`src/rtl/pipe_pkg.sv`:
```
// Shared definitions for the inter-stage pipeline buffers.
package pipe_pkg;

    localparam int unsigned ID_EX_DATA_W = 160;
    localparam int unsigned ID_EX_CTRL_W = 13;

    // Occupancy state; the encoding is the entry count.
    typedef enum logic [1:0] {
        OCC_EMPTY = 2'd0,
        OCC_ONE   = 2'd1,
        OCC_TWO   = 2'd2
    } occ_e;

endpackage

```
`src/rtl/pipe_stage_buffer_slot.sv`:
```
// One buffer slot: W-bit register plus valid bit, clear wins over load.
module pipe_slot #(
    parameter int unsigned W = 8
) (
    input  logic         Clk,
    input  logic         Reset,
    input  logic         load,
    input  logic         clear,
    input  logic [W-1:0] d,
    output logic [W-1:0] q,
    output logic         valid
);

    always_ff @(posedge Clk) begin
        if (Reset || clear) begin
            q     <= '0;
            valid <= 1'b0;
        end else if (load) begin
            q     <= d;
            valid <= 1'b1;
        end
    end

endmodule

```
`src/rtl/pipe_stage_buffer.sv`:
```
// Valid/ready pipeline stage register with a 2-entry skid and bubble-on-flush.
module pipe_stage_buffer
    import pipe_pkg::*;
#(
    parameter int unsigned DATA_W = ID_EX_DATA_W,
    parameter int unsigned CTRL_W = ID_EX_CTRL_W
) (
    input  logic              Clk,
    input  logic              Reset,
    input  logic              flush,
    input  logic              in_valid,
    output logic              in_ready,
    input  logic [DATA_W-1:0] in_data,
    input  logic [CTRL_W-1:0] in_ctrl,
    output logic              out_valid,
    input  logic              out_ready,
    output logic [DATA_W-1:0] out_data,
    output logic [CTRL_W-1:0] out_ctrl,
    output logic [1:0]        occupancy
);

    localparam int unsigned SLOT_W = DATA_W + CTRL_W;

    occ_e              state;
    logic              accept;
    logic              drain;
    logic              main_load;
    logic              main_clear;
    logic              skid_load;
    logic              skid_clear;
    logic [SLOT_W-1:0] main_d;
    logic [SLOT_W-1:0] main_q;
    logic [SLOT_W-1:0] skid_q;
    logic              skid_valid;

    assign accept = in_valid & in_ready & ~flush;
    assign drain  = out_valid & out_ready;

    // Occupancy FSM; in_ready is registered from the next occupancy.
    always_ff @(posedge Clk) begin
        if (Reset || flush) begin
            state    <= OCC_EMPTY;
            in_ready <= 1'b1;
        end else begin
            case (state)
                OCC_EMPTY: begin
                    if (accept) state <= OCC_ONE;
                end
                OCC_ONE: begin
                    if (accept && !drain) begin
                        state    <= OCC_TWO;
                        in_ready <= 1'b0;
                    end else if (!accept && drain) begin
                        state <= OCC_EMPTY;
                    end
                end
                OCC_TWO: begin
                    if (drain) begin
                        state    <= OCC_ONE;
                        in_ready <= 1'b1;
                    end
                end
                default: begin
                    state    <= OCC_EMPTY;
                    in_ready <= 1'b1;
                end
            endcase
        end
    end

    // Slot steering: MAIN refills from SKID whenever SKID holds the older entry.
    always_comb begin
        main_load  = 1'b0;
        main_clear = flush;
        skid_load  = 1'b0;
        skid_clear = flush;
        main_d     = skid_valid ? skid_q : {in_ctrl, in_data};
        case (state)
            OCC_EMPTY: main_load = accept;
            OCC_ONE: begin
                main_load  = accept & drain;
                skid_load  = accept & ~drain;
                main_clear = flush | (drain & ~accept);
            end
            OCC_TWO: begin
                main_load  = drain;
                skid_clear = flush | drain;
            end
            default: main_clear = 1'b1;
        endcase
    end

    pipe_slot #(.W(SLOT_W)) u_main (
        .Clk   (Clk),
        .Reset (Reset),
        .load  (main_load),
        .clear (main_clear),
        .d     (main_d),
        .q     (main_q),
        .valid (out_valid)
    );

    pipe_slot #(.W(SLOT_W)) u_skid (
        .Clk   (Clk),
        .Reset (Reset),
        .load  (skid_load),
        .clear (skid_clear),
        .d     ({in_ctrl, in_data}),
        .q     (skid_q),
        .valid (skid_valid)
    );

    assign out_data  = main_q[DATA_W-1:0];
    assign out_ctrl  = main_q[SLOT_W-1:DATA_W];
    assign occupancy = state;

endmodule
```
`config.mk`:
```
export PLATFORM = sky130hd
export DESIGN_NAME = pipe_stage_buffer
export DESIGN_NICKNAME = d
export VERILOG_FILES = /design/src/rtl/pipe_pkg.sv /design/src/rtl/pipe_stage_buffer_slot.sv /design/src/rtl/pipe_stage_buffer.sv
export SDC_FILE = /design/constraint.sdc
export NUM_CORES = 1
export LEC_CHECK = 0
export ABC_AREA = 1
export BUFFER_PORTS_ARGS = -buffer_cell sky130_fd_sc_hd__buf_2
export CORE_ASPECT_RATIO = 2
export CORE_MARGIN = 8
export CORE_UTILIZATION = 50
export DETAILED_ROUTE_END_ITERATION = 6
export GPL_TIMING_DRIVEN = 0
export PLACE_DENSITY = 0.78
export SYNTH_ARGS = -nofsm -noshare
export SYNTH_HDL_FRONTEND = slang
export SYNTH_SLANG_ARGS = --single-unit
```
`constraint.sdc`:
```
create_clock -name Clk -period 1.9 [get_ports Clk]
set_input_delay 0.19 -clock Clk [delete_from_list [all_inputs] [get_ports Clk]]
set_output_delay 0.19 -clock Clk [all_outputs]
set_load 0.01 [all_outputs]
```
==> flow_metrics.tcl <==
set metrics [dict create \
    dieHeight_um 274.7 \
    io_buffers 354 \
    finalHoldViolCount 0 \
    power_density_mw_per_mm2 786.5 \
    post-cts-setup-buffer-count 0 \
    clkTransAtPathRegs_ns 0.07 \
    drc 0 \
    ios 355 \
    power_frac_clock_pct 44.7 \
    synth_area_mm2 0.01673 \
    core_area_mm2 0.03328 \
    place_area_mm2 0.01905 \
    insertion_delay_ns 0.52 \
    synthTopCellsByArea "dfxtp_1, nand2_1, inv_1" \
    synth_cell_types 19 \
    hpwl_um 35870 \
    antenna_found_initial 4 \
    grt_pass1_vias 16362 \
    p_seq_share_pct 44.9 \
    vias 17193 \
    p_leak_nw 11.62 \
    die-area_mm2 0.03994 \
    ys_ff_latch 351 \
    fillers 2893 \
    crit_type "reg -> reg" \
    synthCells 2493 \
    finalNetCount 3166 \
    power.total_mw 16.91 \
    crit_arrival_ns 2.30 \
    fp.dieW_um 145.4 \
    finClkSkew_ns 0.01467 \
    rsz0062_at_grt "yes" \
    holdWs_ns 0.02075 \
    ant_nets 0 \
    cp_max_fo 10 \
    htree_num_levels 2 \
    synth_top_area_cell "dfxtp_1" \
    setup_viol 0 \
    cts_root_buf "clkbuf_16" \
    pre_cts_slack_ns -0.08729 \
    fin_crit_ns 1.838 \
    clock_sink_count 351 \
    critPathLaunchType "flop" \
    drt-initial-drc-count 896 \
    p_sw_mw 4.056 \
    clockBufferDepth 3 \
    synth.most_common_cell "nand2_1" \
    hp-class "in -> reg" \
    p_int_mw 12.86 \
    ff2ff_path_depth 7 \
    p_sw_share_pct 23.98 \
    synth_common_cells "nand2_1, inv_1, nor2_1, dfxtp_1, o21ai_0" \
    grt_first_pass_wirelength_um 83180 \
    cts_inserted_buffers 34 \
    vdd_ir_drop_max_v 0.0008836 \
    start_util_pct 50.28 \
    max-cap-violations 0 \
    via_per_inst 4.982 \
    ys_async_sr_fraction_pct 0 \
    ys_seq_area_share_pct 41.99 \
    drt_pass1_iterations 5 \
    syn2layout_area_growth_pct 28.49 \
    synth-edff-count 0 \
    gr-usage-all-layers_pct 25.10 \
    synth_warnings 0 \
    cp_data_required_time_ns 2.36 \
    grt_max_degree 16 \
    layout-drive-gt1-share_pct 19.47 \
    mappedNetlistNets 2674 \
    rows 95 \
    synth.avg_cell_area_um2 6.713 \
    end_kind "flop" \
    worstMarginPinSlew_ns 0.4940 \
    timing.final.ws_setup_ns 0.06230 \
    wl_per_cell_um 15.10 \
    min_period_over_period_pct 96.72 \
    finalWeightedCongestion 0.8459 \
    relSlewSlack_pct 67.07 \
    finalWirelength_um 52120 \
    tritoncts "built" \
    whs_path_depth 5 \
    pwr-share-comb_pct 10.4 \
    design_area_mm2 0.02150 \
    maxClockFrequency_ghz 0.5442 \
    yosysTopAreaCellShare_pct 41.99 \
    grt-ovfl-total 0 \
    slew_viol_final 0 \
    status "finished clean" \
    ys.flop_type "dfxtp_1" \
]
==> per-stage QoR <==
step                      cells  utilization [%]  TNS (ns)
final                      3451            64.61         0
after global routing       3448            64.58   -0.8131
after CTS                  3445            64.21         0
after detailed placement   3283            57.24    -12.18
after global placement     3283            57.24    -2.397
after floorplan            2493                -         0
==> layout by cell type (no fill, tap or decap) <==
cell,count
ha_1,3
clkinv_2,3
inv_8,1
a21oi_1,3
diode_2,5
dfxtp_1,350
o211ai_1,173
nor2_1,353
nand2_2,1
clkbuf_16,37
nor2_2,3
dlygate4sd3_1,101
a21oi_4,1
clkbuf_2,1
buf_4,24
buf_2,455
clkbuf_1,32
nand4_1,173
nand3_2,1
o21ai_0,175
clkbuf_4,16
nor2_4,1
buf_12,1
inv_4,1
clkbuf_8,9
bufinv_16,5
inv_2,3
buf_8,2
nand3_1,3
dfxtp_2,1
inv_1,524
buf_6,20
nand2_1,534
==> state kept, by name (all words and copies together), names as in the netlist <==
register,flops
u_main.q,173
u_skid.valid,1
occupancy,2
u_skid.q,173
u_main.valid,1
in_ready,1
==> kinds of logic (layout without fill, tap and decap cells) <==
kind of cell / Yosys count / in the layout / share of synthesized area [%]
AO/OA/AOI/OAI: 352 / 352 / 13.14
adder cells (fa/ha/maj): 3 / 3 / 0.2243
buffers and inverters: 718 / 1235 / 17.97
flip-flops: 351 / 351 / 41.99
other: 0 / 5 / 0
AND/OR/NAND/NOR: 1069 / 1069 / 26.68
==> worst paths after layout <==
kind | startpoint | endpoint | slack (ns)
hold reg to reg | u_skid.q[171]$_SDFFE_PP0P_ | u_skid.q[171]$_SDFFE_PP0P_ | 0.48
hold / removal | in_data[135] | u_skid.q[135]$_SDFFE_PP0P_ | 0.02
setup / recovery | u_skid.valid$_SDFFE_PP0P_ | u_main.q[100]$_SDFFE_PP0P_ | 0.06
setup reg to reg | u_skid.valid$_SDFFE_PP0P_ | u_main.q[100]$_SDFFE_PP0P_ | 0.06
==> layer usage <==
layer | vias to the layer above | track usage, % | share of wire, %
met1 | 7689 | 30.78 | 42
met5 | - | 0 | 0.025
met2 | 636 | 40.85 | 46
li1 | 8714 | - | -
met3 | 152 | 5.138 | 7.0
met4 | 2 | 13.52 | 4.7
==> worst max-delay path, cell delays in order, from the launching register on <==
cell and delay, ns:
dfxtp_1 0.39, buf_2 0.33, buf_2 0.37, buf_2 0.29, nand2_1 0.08, o21ai_0 0.13
nor2_1 0.09, nor2_1 0.10
==> what timing repair did <==
item	4_1_cts	5_1_grt
pin swaps	0	0
gates cloned	0	1
endpoints found under the hold margin	102	0
endpoints found under the setup margin	277	278
resized for setup	23	42
hold buffers	101	0
==> cell type report <==
cell class,count,area [µm²],area share [%]
inverters,528,1984,9.229
diodes,5,12.51,0.05819
repair buffers,456,2790,12.98
clock inverters,9,176.4,0.8205
plain buffers,190,1176,5.470
flip-flops and latches,351,7028,32.69
well taps,436,545.5,2.537
multi-input cells,1424,6716,31.24
clock buffers,52,1072,4.987
==> power by group through the flow <==
stage / clock network [mW] / logic (mW) / registers, mW
finish: 7.55 / 1.76 / 7.60
global route: 8.01 / 1.96 / 7.61
CTS: 7.68 / 1.73 / 7.60
detailed placement: 0 / 1.54 / 7.76
global placement: 0 / 1.53 / 7.76
floorplan: 0 / 0.875 / 7.82
Note: power is estimated with default switching activity, not from simulation.
